`config.mk`:
```
export PLATFORM = sky130hd
export DESIGN_NAME = seg_scan_ctrl
export DESIGN_NICKNAME = d
export VERILOG_FILES = /design/src/rtl/seg_pkg.sv /design/src/rtl/seg_hex_decoder.sv /design/src/rtl/seg_scan_ctrl.sv
export SDC_FILE = /design/constraint.sdc
export NUM_CORES = 1
export LEC_CHECK = 0
export CAP_MARGIN = 40
export CORE_MARGIN = 4
export CORE_UTILIZATION = 56
export CTS_CLUSTER_SIZE = 24
export DETAILED_ROUTE_END_ITERATION = 10
export PLACE_DENSITY = 0.76
export SLEW_MARGIN = 20
export SYNTH_ARGS = -nofsm -noshare
export SYNTH_HDL_FRONTEND = slang
export SYNTH_HIERARCHICAL = 1
export SYNTH_SLANG_ARGS = --single-unit
```
`constraint.sdc`:
```
create_clock -name clk -period 3.9 [get_ports clk]
set_input_delay 0.585 -clock clk [delete_from_list [all_inputs] [get_ports clk]]
set_output_delay 0.585 -clock clk [all_outputs]
set_load 0.01 [all_outputs]
```
`src/rtl/seg_pkg.sv`:
```
// Shared types and constants for the seg_scan_ctrl display scanner.
package seg_pkg;

    // Scan FSM: dark gap between digits, then one digit driven.
    typedef enum logic {
        S_BLANK = 1'b0,
        S_DRIVE = 1'b1
    } state_t;

    // One complete display image: four hex nibbles plus their decimal points.
    typedef struct packed {
        logic [15:0] value;
        logic [3:0]  dp;
    } disp_t;

    localparam logic [6:0] SEG_OFF    = 7'h7F;
    localparam logic [3:0] AN_OFF     = 4'hF;
    localparam int         NUM_DIGITS = 4;

endpackage

```
`src/rtl/seg_hex_decoder.sv`:
```
// Combinational 4-bit hex to 7-segment decode, active-low, bit 0 = a, bit 6 = g.
module seg_hex_decoder (
    input  logic [3:0] nibble,
    output logic [6:0] seg
);

    // Table lookup of the lit-segment pattern for each hex digit.
    always_comb begin
        unique case (nibble)
            4'h0:    seg = 7'h40;
            4'h1:    seg = 7'h79;
            4'h2:    seg = 7'h24;
            4'h3:    seg = 7'h30;
            4'h4:    seg = 7'h19;
            4'h5:    seg = 7'h12;
            4'h6:    seg = 7'h02;
            4'h7:    seg = 7'h78;
            4'h8:    seg = 7'h00;
            4'h9:    seg = 7'h10;
            4'hA:    seg = 7'h08;
            4'hB:    seg = 7'h03;
            4'hC:    seg = 7'h46;
            4'hD:    seg = 7'h21;
            4'hE:    seg = 7'h06;
            default: seg = 7'h0E;
        endcase
    end

endmodule

```
`src/rtl/seg_scan_ctrl.sv`:
```
// Four-digit multiplexed 7-segment scanner with a shadow/active register
// pair so a new image is only committed at a frame boundary.
// Optional feature: define SEG_BLINK_EN to add the per-digit blink port,
// the frame counter and the blink phase.
module seg_scan_ctrl
    import seg_pkg::*;
#(
    parameter int SCAN_DIV     = 100000,
    parameter int BLANK_CYC    = 1000,
    parameter int BLINK_FRAMES = 125
) (
    input  logic        clk,
    input  logic        rst,
    input  logic        load,
    input  logic [15:0] value,
    input  logic [3:0]  dp,
`ifdef SEG_BLINK_EN
    input  logic [3:0]  blink,
`endif
    output logic [6:0]  seg,
    output logic        dp_n,
    output logic [3:0]  an,
    output logic        pending,
    output logic        frame_tick
);

    // One shared phase counter, wide enough for the longer of the two phases.
    localparam int CNT_MAX = (SCAN_DIV > BLANK_CYC) ? SCAN_DIV : BLANK_CYC;
    localparam int CNT_W   = $clog2(CNT_MAX);

    localparam logic [CNT_W-1:0] DRIVE_LAST = CNT_W'(SCAN_DIV - 1);
    localparam logic [CNT_W-1:0] BLANK_LAST = CNT_W'(BLANK_CYC - 1);
    localparam logic [1:0]       LAST_DIGIT = 2'(NUM_DIGITS - 1);

    // Reject parameter values outside the supported range at elaboration.
    if (SCAN_DIV < 2 || BLANK_CYC < 1 || BLINK_FRAMES < 1) begin : g_bad_param
        $error("seg_scan_ctrl: parameter out of range");
    end

    state_t           state_q, state_d;
    logic [CNT_W-1:0] cnt_q, cnt_d;
    logic [1:0]       digit_q, digit_d;
    disp_t            active_q, active_d;
    disp_t            shadow_q, shadow_d;
    logic             pending_q, pending_d;
    logic             frame_tick_q, frame_tick_d;
    logic [3:0]       an_q, an_d;
    logic [6:0]       seg_q, seg_d;
    logic             dp_n_q, dp_n_d;

    logic             blank_end;
    logic             drive_end;
    logic [3:0]       cur_nibble;
    logic [6:0]       dec_seg;

    assign blank_end = (state_q == S_BLANK) && (cnt_q == BLANK_LAST);
    assign drive_end = (state_q == S_DRIVE) && (cnt_q == DRIVE_LAST);

    // Next-state, digit advance and shadow/active handoff.
    always_comb begin
        // NOTE: every always_comb target gets a default first, so no path
        // leaves it unassigned and no latch is inferred.
        state_d      = state_q;
        cnt_d        = cnt_q + 1'b1;
        digit_d      = digit_q;
        active_d     = active_q;
        shadow_d     = shadow_q;
        pending_d    = pending_q;
        frame_tick_d = 1'b0;

        unique case (state_q)
            S_BLANK: begin
                if (blank_end) begin
                    state_d = S_DRIVE;
                    cnt_d   = '0;
                end
            end
            S_DRIVE: begin
                if (drive_end) begin
                    state_d = S_BLANK;
                    cnt_d   = '0;
                    digit_d = digit_q + 2'd1;
                    if (digit_q == LAST_DIGIT) begin
                        frame_tick_d = 1'b1;
                        if (pending_q) begin
                            active_d  = shadow_q;
                            pending_d = 1'b0;
                        end
                    end
                end
            end
            default: state_d = S_BLANK;
        endcase

        // A load lands after any commit so a coincident load stays pending.
        if (load) begin
            shadow_d  = '{value: value, dp: dp};
            pending_d = 1'b1;
        end
    end

    // Decode the nibble that will be shown in the next cycle.
    assign cur_nibble = active_d.value[{digit_d, 2'b00} +: 4];

    seg_hex_decoder u_dec (
        .nibble (cur_nibble),
        .seg    (dec_seg)
    );

`ifdef SEG_BLINK_EN
    localparam int FRM_W = (BLINK_FRAMES > 1) ? $clog2(BLINK_FRAMES) : 1;
    localparam logic [FRM_W-1:0] FRM_LAST = FRM_W'(BLINK_FRAMES - 1);

    logic [FRM_W-1:0] frm_cnt_q, frm_cnt_d;
    logic             phase_q, phase_d;

    // Count completed frames and flip the blink phase every BLINK_FRAMES.
    always_comb begin
        frm_cnt_d = frm_cnt_q;
        phase_d   = phase_q;
        if (frame_tick_d) begin
            if (frm_cnt_q == FRM_LAST) begin
                frm_cnt_d = '0;
                phase_d   = ~phase_q;
            end else begin
                frm_cnt_d = frm_cnt_q + 1'b1;
            end
        end
    end

    // Blink phase register; starts in the visible phase.
    always_ff @(posedge clk) begin
        if (rst) begin
            frm_cnt_q <= '0;
            phase_q   <= 1'b1;
        end else begin
            frm_cnt_q <= frm_cnt_d;
            phase_q   <= phase_d;
        end
    end
`endif

    // Output image for the next cycle, so the registers track the FSM.
    always_comb begin
        an_d   = AN_OFF;
        seg_d  = SEG_OFF;
        dp_n_d = 1'b1;
        if (state_d == S_DRIVE) begin
            an_d   = ~(4'b0001 << digit_d);
            seg_d  = dec_seg;
            dp_n_d = ~active_d.dp[digit_d];
`ifdef SEG_BLINK_EN
            if (!phase_q && blink[digit_d]) begin
                an_d = AN_OFF;
            end
`endif
        end
    end

    // State, data and output registers with synchronous reset.
    always_ff @(posedge clk) begin
        // NOTE: sequential state uses non-blocking assignments so every flop
        // samples the pre-edge values regardless of statement order.
        if (rst) begin
            state_q      <= S_BLANK;
            cnt_q        <= '0;
            digit_q      <= '0;
            active_q     <= '0;
            shadow_q     <= '0;
            pending_q    <= 1'b0;
            frame_tick_q <= 1'b0;
            an_q         <= AN_OFF;
            seg_q        <= SEG_OFF;
            dp_n_q       <= 1'b1;
        end else begin
            state_q      <= state_d;
            cnt_q        <= cnt_d;
            digit_q      <= digit_d;
            active_q     <= active_d;
            shadow_q     <= shadow_d;
            pending_q    <= pending_d;
            frame_tick_q <= frame_tick_d;
            an_q         <= an_d;
            seg_q        <= seg_d;
            dp_n_q       <= dp_n_d;
        end
    end

    assign seg        = seg_q;
    assign dp_n       = dp_n_q;
    assign an         = an_q;
    assign pending    = pending_q;
    assign frame_tick = frame_tick_q;

endmodule
```
# Yosys cells after proc, flatten, opt, wreduce, memory -nomap -nowiden
# Memories as Yosys holds them, arrays and structs flattened. A register that Yosys moved wholly into a read port is not among the register bits.
# Index checks and enable logic that the tools add are counted.
[op_classes]
n_addsub = 2
magnitude_cmp = 1
n_eq_ne = 3
shift = 2
muxes = 19
n_bitwise = 5
n_reduce_logical = 8
[op_table]
columns = ["cell", "count"]
rows = [
  ["20-bit 2-to-1 mux", 4],
  ["17-bit 2-to-1 mux", 2],
  ["17-bit case mux with 2 select lines", 1],
  ["17-bit by 1-bit adder with 17-bit output (second input constant)", 1],
  ["17-bit by 10-bit equality test with 1-bit output (second input constant)", 1],
  ["17-bit equality test (second input constant)", 1],
  ["16-bit by 5-bit indexed part select with 4-bit output", 1],
  ["1-bit 2-to-1 mux", 8],
  ["2-bit nonzero test", 3],
  ["2-bit 2-to-1 mux", 2],
  ["1-bit NOT", 4],
  ["4-bit NOT", 1],
  ["1-bit by 2-bit left shift with 4-bit output (first input constant)", 1],
  ["2-bit by 3-bit < comparator with 1-bit output (second input constant)", 1],
  ["3-bit AND reduction", 1],
  ["3-bit OR reduction", 1],
  ["2-bit by 1-bit adder with 2-bit output (second input constant)", 1],
  ["1-bit binary-select mux with 2-bit select", 1],
  ["2-bit equality test (second input constant)", 1],
  ["1-bit logical AND", 2],
  ["1-bit case mux with 2 select lines", 1],
  ["2-bit OR reduction", 1],
]
[word_totals]
ff_bits = 67
romBits = 112
in_bits = 23
out_inout_bits = 14
n_memories = 1
[memory_table]
columns = ["memory", "words", "width", "read_ports", "rd_ports_with_merged_regs", "write_ports", "line", "source"]
rows = [
  ["(name not given)", 16, 7, 1, 1, 0, "seg_hex_decoder.sv:9", "unique case (nibble)"],
]

# Longest topological paths before layout
# Gate-level depths: netlist (run 1).
[logic_depth]
word_depth = 7
mapped_depth = 14

# Cells and area by module
# Netlist (run 1), hierarchy kept.
[modules_own_cells]
columns = ["module", "n_inst", "cells_each", "area_per_inst_um2", "seq_area_each_um2"]
rows = [
  ["seg_scan_ctrl", 1, 385, 3245.6, 1481.4],
  ["seg_hex_decoder", 1, 32, 275.3, 0.0],
]

# Worst setup path before layout (run 1)
# Ideal clock, no wire load.
[synth_path]
path_type = "register to register"
from = "reg cnt_q[0]"
to = "reg seg_q[3] (netlist: seg[3])"
arrival_ns = 3.326
required_time_ns = 3.775
path_slack_ns = 0.449
stages_incl_launch_ff = 13
path_buffers = 1
period_less_slack_ns = 3.451
path_cell_list = "dfxtp_1 > ha_1 > nand4_1 > or4_4 > buf_6 > o21ai_1 > a21oi_1 > o221ai_1 > inv_1 > ha_1 > inv_1 > mux4_1 > nand2b_1"
[synth_via]
word_cells_on_any_way = 14
cone_classes = "eq/ne (2); shift (1); mux (7); bitwise (1); reduce/logical (3)"
[synth_lines]
columns = ["element", "line", "source"]
rows = [
  ["start: declaration", "seg_scan_ctrl.sv:41", "logic [CNT_W-1:0] cnt_q, cnt_d;"],
  ["start signal: assignment", "seg_scan_ctrl.sv:177", "cnt_q <= cnt_d;"],
  ["17-bit equality test (*)", "seg_scan_ctrl.sv:57", "assign drive_end = (state_q == S_DRIVE) && (cnt_q == DRIVE_LAST);"],
  ["1-bit logical AND (*)", "seg_scan_ctrl.sv:57", ""],
  ["20-bit 2-to-1 mux / 2-bit 2-to-1 mux (equally long branches)", "seg_scan_ctrl.sv:79", "if (drive_end) begin"],
  ["20-bit 2-to-1 mux / 2-bit 2-to-1 mux (equally long branches)", "seg_scan_ctrl.sv:71", "unique case (state_q)"],
  ["16-bit by 5-bit indexed part select with 4-bit output (*)", "seg_scan_ctrl.sv:103", "assign cur_nibble = active_d.value[{digit_d, 2'b00} +: 4];"],
  ["via cur_nibble[0]", "seg_scan_ctrl.sv:53", "logic [3:0] cur_nibble;"],
  ["end: declaration", "seg_scan_ctrl.sv:48", "logic [6:0] seg_q, seg_d;"],
]
# The timed path passes the listed nets; every way through them passes the cells marked *.
# A chain may end at the register's enable or synchronous reset.

# Worst setup path after layout (run 1)
[layout_path]
from = "reg cnt_q[11]"
to = "reg seg_q[3] (netlist: seg[3])"
# The elaborated chain is that of the path after synthesis.

==> key figures, run 1 <==
Final layout
  – Synth-to-Final Area Change: 18.7%
  – Final Cell Area: 4180 um^2
  – Nets: 486
  – Ant diodes: 0
  – Layout cell share with drive strength beyond 1: 0.0937

Timing
  – Setup ws final: 351 ps
  – Final slew viol count: 0
  – Final setup viols: 0
  – RSZ-0062 raised after global routing: false
  – Max_slew headroom: 0.609
  – Final setup TNS: 0 ps
  – Slew @ Worst Pin: 585 ps
  – Min cycle time layout: 3550 ps
  – FMAX: 282 MHz
  – Clock skew: 9.89 ps
  – Hold_ws: 461 ps
  – Tcrit/Tclk final: 0.910
  – Final Hold Vio Count: 0

Clock network
  – Clock Latency Late Sink: 360 ps
  – Root Buffer: clkbuf_8
  – CTS tree: built
  – CTS Buffer Depth: 2
  – Clock sink total: 74
  – Clk slew on worst S/H paths: 80 ps
  – CTS H-tree depth: 3
  – TritonCTS buffer count: 9

Global routing
  – First-pass GRT wire length: 13.7 mm
  – Initial antenna violation count: 0
  – Pin count of the biggest net entering global routing: 36
  – GRT Overall Usage: 0.230
  – Vias in the first global route: 2899
  – Gr ovfl total: 0

Place
  – Placed Area: 3950 um^2
  – PortBufs: 36
  – Dpl hpwl: 5.94 mm
  – RePlAce Congestion: 1.00
  – Dpl ws: 215 ps

Floorplanning
  – Starting Density: 0.584
  – Ports: 37
  – Die Wd: 87.3 um
  – Rows: 28
  – Core Region: 6030 um^2
  – Die footprint: 7620 um^2
  – Die height: 87.3 um

Synthesis
  – Ys async rst share: 0
  – Synth Area per Inst: 8.44 um^2
  – Synth area leader: dfxtp_1
  – Largest family of logic cells by synthesized area: simple AND/OR/NAND/NOR gates
  – Count leader, synth: dfxtp_1
  – Adder and majority cell fraction of the synthesized area: 0.0320
  – Sequential area share after synthesis: 0.421
  – Synth top cells by count: 74 x dfxtp_1, 54 x nor2_1, 53 x nand2_1, 40 x a21oi_1, 27 x mux2i_1
  – Synth Area in Simple Gates: 0.228
  – Mapped Area: 3520 um^2
  – Synth Area in Compound Gates: 0.143
  – Multiplexer area fraction after synthesis: 0.0906
  – Syn_nets: 449
  – Yosys cell types: 52
  – Most used DFF post-synth: dfxtp_1
  – XOR/XNOR Fraction of Synth Area: 0.0373
  – Share of the synthesized area in the top cell type: 0.421
  – Post-synthesis cell count: 417
  – Synth area leaders: dfxtp_1 42%, mux2i_1 7.7%, nor2_1 5.8%
  – Synth Register Bits: 74
  – EDFF count, synth: 0
  – Ys Warns: 6

Pwr
  – Total power: 1.44 mW
  – Pwr dens: 344 nW/um^2
  – Peak supply drop: 0.258 mV
  – Leakage: 1.52 nW

Routing
  – Vias: 3015
  – DRC: 0
  – Routed WL: 8.16 mm
  – ANT nets after route: 0
  – Avg WL per Cell: 15.3 um
  – Initial DRC Count: 193
  – Drt first pass iters: 5
  – Vias per cell: 5.65

Setup path
  – Worst r2r path cells: 10
  – Reg2Reg Setup Slack: 350 ps
  – Reg-to-Reg End: seg[3]
  – Crit end category: register
  – Crit path DAT: 3790 ps
  – Critical path startpoint category: register
  – Worst r2r src: cnt_q[11]
  – WS Path Type: register to register
  – WP data required: 4140 ps
  – CP Max Fanout: 11

Min path
  – Worst min-delay path endpoint: active_q[3]
  – Hold Startpoint: shadow_q[3]
  – Hold crit path type: register to register
  – Hold path cells: 2

Flow run
  – # Max-Cap Violations: 0

Status
  – Status: finished, final reports clean
[repair_timing]
action                                  4_1_cts  5_1_grt
resized for setup                             0        2
hold buffers                                  0        0
endpoints found under the setup margin        0        3
setup buffers                                 0        3
[per-layer routing]
metal | global-route usage | part of all wire
met3 | 0.0482 | 0.047
met2 | 0.361 | 0.47
met5 | 0 | 0
met1 | 0.297 | 0.46
met4 | 0.114 | 0.025
[area by class of cell]
type	count	area (um^2)
sequential	74	1480
clock buffer	10	128
timing repair buffer	52	488
inverter	12	45.0
tap	75	93.8
fill	538	1850
multi-input combinational	305	1880
clock inverter	6	67.6
[worst max path at each step]
stage	startpoint	to	slack (ps)	cells after the start
after floorplan	cnt_q[0]	seg[3]	450	12
after CTS	cnt_q[11]	seg[3]	170	10
after global placement	cnt_q[11]	seg[3]	360	10
final	cnt_q[11]	seg[3]	350	10
after detailed placement	cnt_q[11]	seg[3]	220	10
after global routing	cnt_q[0]	seg[3]	110	11
[stage by stage]
stage | cells | utilization
floorplan | 417 | -
global placement | 512 | 0.651
detailed placement | 514 | 0.655
CTS | 530 | 0.687
global route | 534 | 0.694
finish | 534 | 0.694
[critical path, cell delays in order, from the launching register on]
cell,delay [ps]
dfxtp_1,330
or4_4,570
or4_4,520
o21ai_0,330
a21oi_1,120
o211ai_1,370
inv_1,190
ha_1,320
inv_1,50
mux4_1,470
nand2b_1,150
[cell families (layout without fill, tap and decap cells)]
family | Yosys count | in the layout
adders and majority gates | 9 | 9
AOI/OAI and AO/OA | 82 | 82
buffers and inverters | 38 | 80
and+or+nand+nor | 169 | 169
DFF | 74 | 74
xor gates and xnor gates | 15 | 15
muxes | 30 | 30
[layout by cell type (no fill, tap or decap), types with 8 or more instances in the layout]
master            n
inv_1            11
a21oi_1          40
ha_1              9
dfxtp_1          74
clkdlybuf4s50_1  36
nor2_1           54
nand3_1          11
o21ai_0          14
mux2i_1          27
nand2b_1          9
buf_4            14
nand2_1          53
xor2_1            8
clkbuf_8          9
[flip-flops by register name, summed over array words and instances (netlist names)]
register    flops
digit_q         2
shadow_q       20
cnt_q          17
seg             7
dp_n            1
pending         1
state_q         1
frame_tick      1
an              4
active_q       20
[power breakdown]
part | total [mW] | switching [mW] | internal (mW)
logic | 0.0689 | 0.0294 | 0.0396
registers | 0.784 | 0.0135 | 0.771
clock network | 0.587 | 0.291 | 0.296
total | 1.44 | 0.333 | 1.11
Power figures use the tool's default switching activity.
==> run 2, diff against run 1 <==
--- a/config.mk
+++ b/config.mk
@@ -11,6 +11,7 @@
 export CTS_CLUSTER_SIZE = 24
 export DETAILED_ROUTE_END_ITERATION = 10
 export PLACE_DENSITY = 0.76
+export RECOVER_POWER = 25
 export SLEW_MARGIN = 20
 export SYNTH_ARGS = -nofsm -noshare
 export SYNTH_HDL_FRONTEND = slang
==> key figures, run 2 (synthesis gave the netlist of run 1 again) <==
Status
  – Status: finished, final reports clean

Global routing
  – Vias in the first global route: 2899 (unchanged)
  – Gr ovfl total: 0 (unchanged)
  – GRT Overall Usage: 0.230 (unchanged)
  – Initial antenna violation count: 0 (unchanged)
  – First-pass GRT wire length: 13.7 mm (unchanged)
  – Pin count of the biggest net entering global routing: 36 (unchanged)

Pwr
  – Cell internal pwr: 1.11 mW (-0.14%)
  – Reg power frac: 0.546 (about the same)
  – Logic pwr share: 0.047 (about the same)
  – Peak supply drop: 0.258 mV (about the same)
  – Pwr dens: 345 nW/um^2 (+0.14%)
  – Leakage: 1.50 nW (-1.0%)
  – Net Sw Power: 0.332 mW (-0.48%)
  – Switch share: 0.231 (-0.000600)
  – Clock Power Share: 0.408 (about the same)

Final layout
  – Layout cell share with drive strength beyond 1: 0.0893 (-0.00436)
  – Top Registers: active_q (20), shadow_q (20), cnt_q (17)
  – Ant diodes: 0 (unchanged)
  – Synth-to-Final Area Change: 18.3%
  – Cell Count, Final, Fillers Out: 534 (unchanged)
  – Most frequent cells in the layout: 74 x dfxtp_1, 54 x nor2_1, 53 x nand2_1
  – Commonest non-fill, non-tap cell in the layout: dfxtp_1
  – Nets: 486 (unchanged)
  – Post-layout util: 0.691 (-0.00249)

Clock network
  – CTS tree: built
  – Clock sink total: 74 (unchanged)
  – TritonCTS buffer count: 9 (unchanged)
  – CTS Buffer Depth: 2 (unchanged)
  – Clk slew on worst S/H paths: 80 ps (about the same)
  – CTS H-tree depth: 3 (unchanged)
  – Clock Latency Late Sink: 360 ps (about the same)
  – Root Buffer: clkbuf_8
  – Hold_buf cts: 0 (unchanged)

Setup path
  – CP Max Fanout: 11 (unchanged)
  – Reg-to-Reg End: seg[3]
  – Crit end category: register
  – Reg2Reg Setup Slack: 360 ps (about the same)
  – WS Path Type: register to register
  – WP data required: 4140 ps (about the same)
  – Worst r2r src: cnt_q[11]
  – Worst r2r path cells: 10 (unchanged)
  – Critical path startpoint category: register
  – Crit path DAT: 3770 ps (-20 ps)

Timing
  – Tcrit/Tclk final: 0.907 (-0.00278)
  – Final setup TNS: 0 ps (unchanged)
  – RSZ-0062 raised after global routing: false
  – Final setup viols: 0 (unchanged)
  – Slew @ Worst Pin: 1390 ps (+800 ps)
  – Max_slew headroom: 0.0762 (-0.533)
  – Hold_ws: 462 ps (+1.17 ps)
  – Min cycle time layout: 3540 ps (-10.8 ps)
  – Final Hold Vio Count: 0 (unchanged)
  – Clock skew: 10.2 ps (+0.316 ps)
  – Final slew viol count: 0 (unchanged)
  – Setup ws final: 362 ps (+10.8 ps)
  – FMAX: 283 MHz (+0.31%)

Routing
  – DRC: 0 (unchanged)
  – Drt first pass iters: 6 (+1)
  – Initial DRC Count: 193 (unchanged)
  – Vias per cell: 5.68 (+0.53%)
  – Vias: 3031 (+0.53%)
  – ANT nets after route: 0 (unchanged)
  – Avg WL per Cell: 15.3 um (+0.17%)
  – Routed WL: 8.18 mm (+0.17%)

Place
  – Dpl ws: 215 ps (unchanged)
  – PortBufs: 36 (unchanged)
  – Cells after DPL: 514 (unchanged)
  – RePlAce Congestion: 1.00 (unchanged)
  – Dpl hpwl: 5.94 mm (unchanged)

Floorplanning
  – Die Wd: 87.3 um (unchanged)
  – Die height: 87.3 um (unchanged)
  – Rows: 28 (unchanged)
  – Core Region: 6030 um^2 (unchanged)
  – Die footprint: 7620 um^2 (unchanged)
  – Ports: 37 (unchanged)
  – Starting Density: 0.584 (unchanged)

Min path
  – Hold crit path type: register to register
  – Hold Startpoint: shadow_q[3]
  – Hold path cells: 2 (unchanged)
  – Worst min-delay path endpoint: active_q[3]

Flow run
  – # Max-Cap Violations: 0 (unchanged)
run 2: changes by cell type in the layout (fill, tap and decap cells not counted):
| cell | delta |
|---|---|
| buf_4 | -1 |
| buf_8 | -1 |
| clkdlybuf4s50_1 | -4 |
| dlygate4sd3_1 | +4 |
| clkbuf_1 | +2 |
run 2: per-stage QoR:
step / power [mW] / area [um^2]
global placement: 0.868 / 3920
finish: 1.44 / 4170
global route: 1.50 / 4170
floorplan: 0.836 / 3520
CTS: 1.45 / 4140
detailed placement: 0.872 / 3950
run 2: cell type report:
type	count	area, um^2
clock inverter	6	67.6
sequential	74	1480
tap	75	93.8
inverter	12	45.0
multi-input combinational	305	1880
clock buffer	10	128
fill	538	1860
timing repair buffer	52	473
run 2: power by group through the flow:
| stage | clock, mW | sequential, mW | combinational (mW) |
|---|---|---|---|
| floorplan | 0 | 0.797 | 0.0388 |
| global placement | 0 | 0.802 | 0.0667 |
| detailed placement | 0 | 0.802 | 0.0696 |
| CTS | 0.599 | 0.784 | 0.0701 |
| global route | 0.633 | 0.787 | 0.0752 |
| finish | 0.586 | 0.784 | 0.0670 |
run 2: worst max-delay path by stage:
| stage | slack, ps | end | startpoint |
|---|---|---|---|
| 2_1_floorplan | 450 | seg[3] | cnt_q[0] |
| 3_3_place_gp | 360 | seg[3] | cnt_q[11] |
| 3_5_place_dp | 220 | seg[3] | cnt_q[11] |
| 4_1_cts | 170 | seg[3] | cnt_q[11] |
| 5_1_grt | 110 | seg[3] | cnt_q[0] |
| 6_report | 360 | seg[3] | cnt_q[11] |
run 2: worst max-delay path, stage by stage (launching register included):
cell and delay (ps):
dfxtp_1 330, or4_4 570, or4_4 520, nor2_2 260, a31oi_1 160, o221ai_1 390
inv_1 180, ha_1 320, inv_1 50, mux4_1 470, nand2b_1 150
run 2: routing by layer:
metal  vias to the layer above  global-route usage  share of wire
met4                         0               0.114          0.026
met3                        21              0.0482          0.058
met1                      1387               0.297           0.45
met5                         -                   0              0
li1                       1520                   -              -
met2                       103               0.361           0.46
run 2: what timing repair did:
action,4_1_cts,5_1_grt
resized for setup,0,2
setup endpoints to repair,0,3
setup buffers,0,3
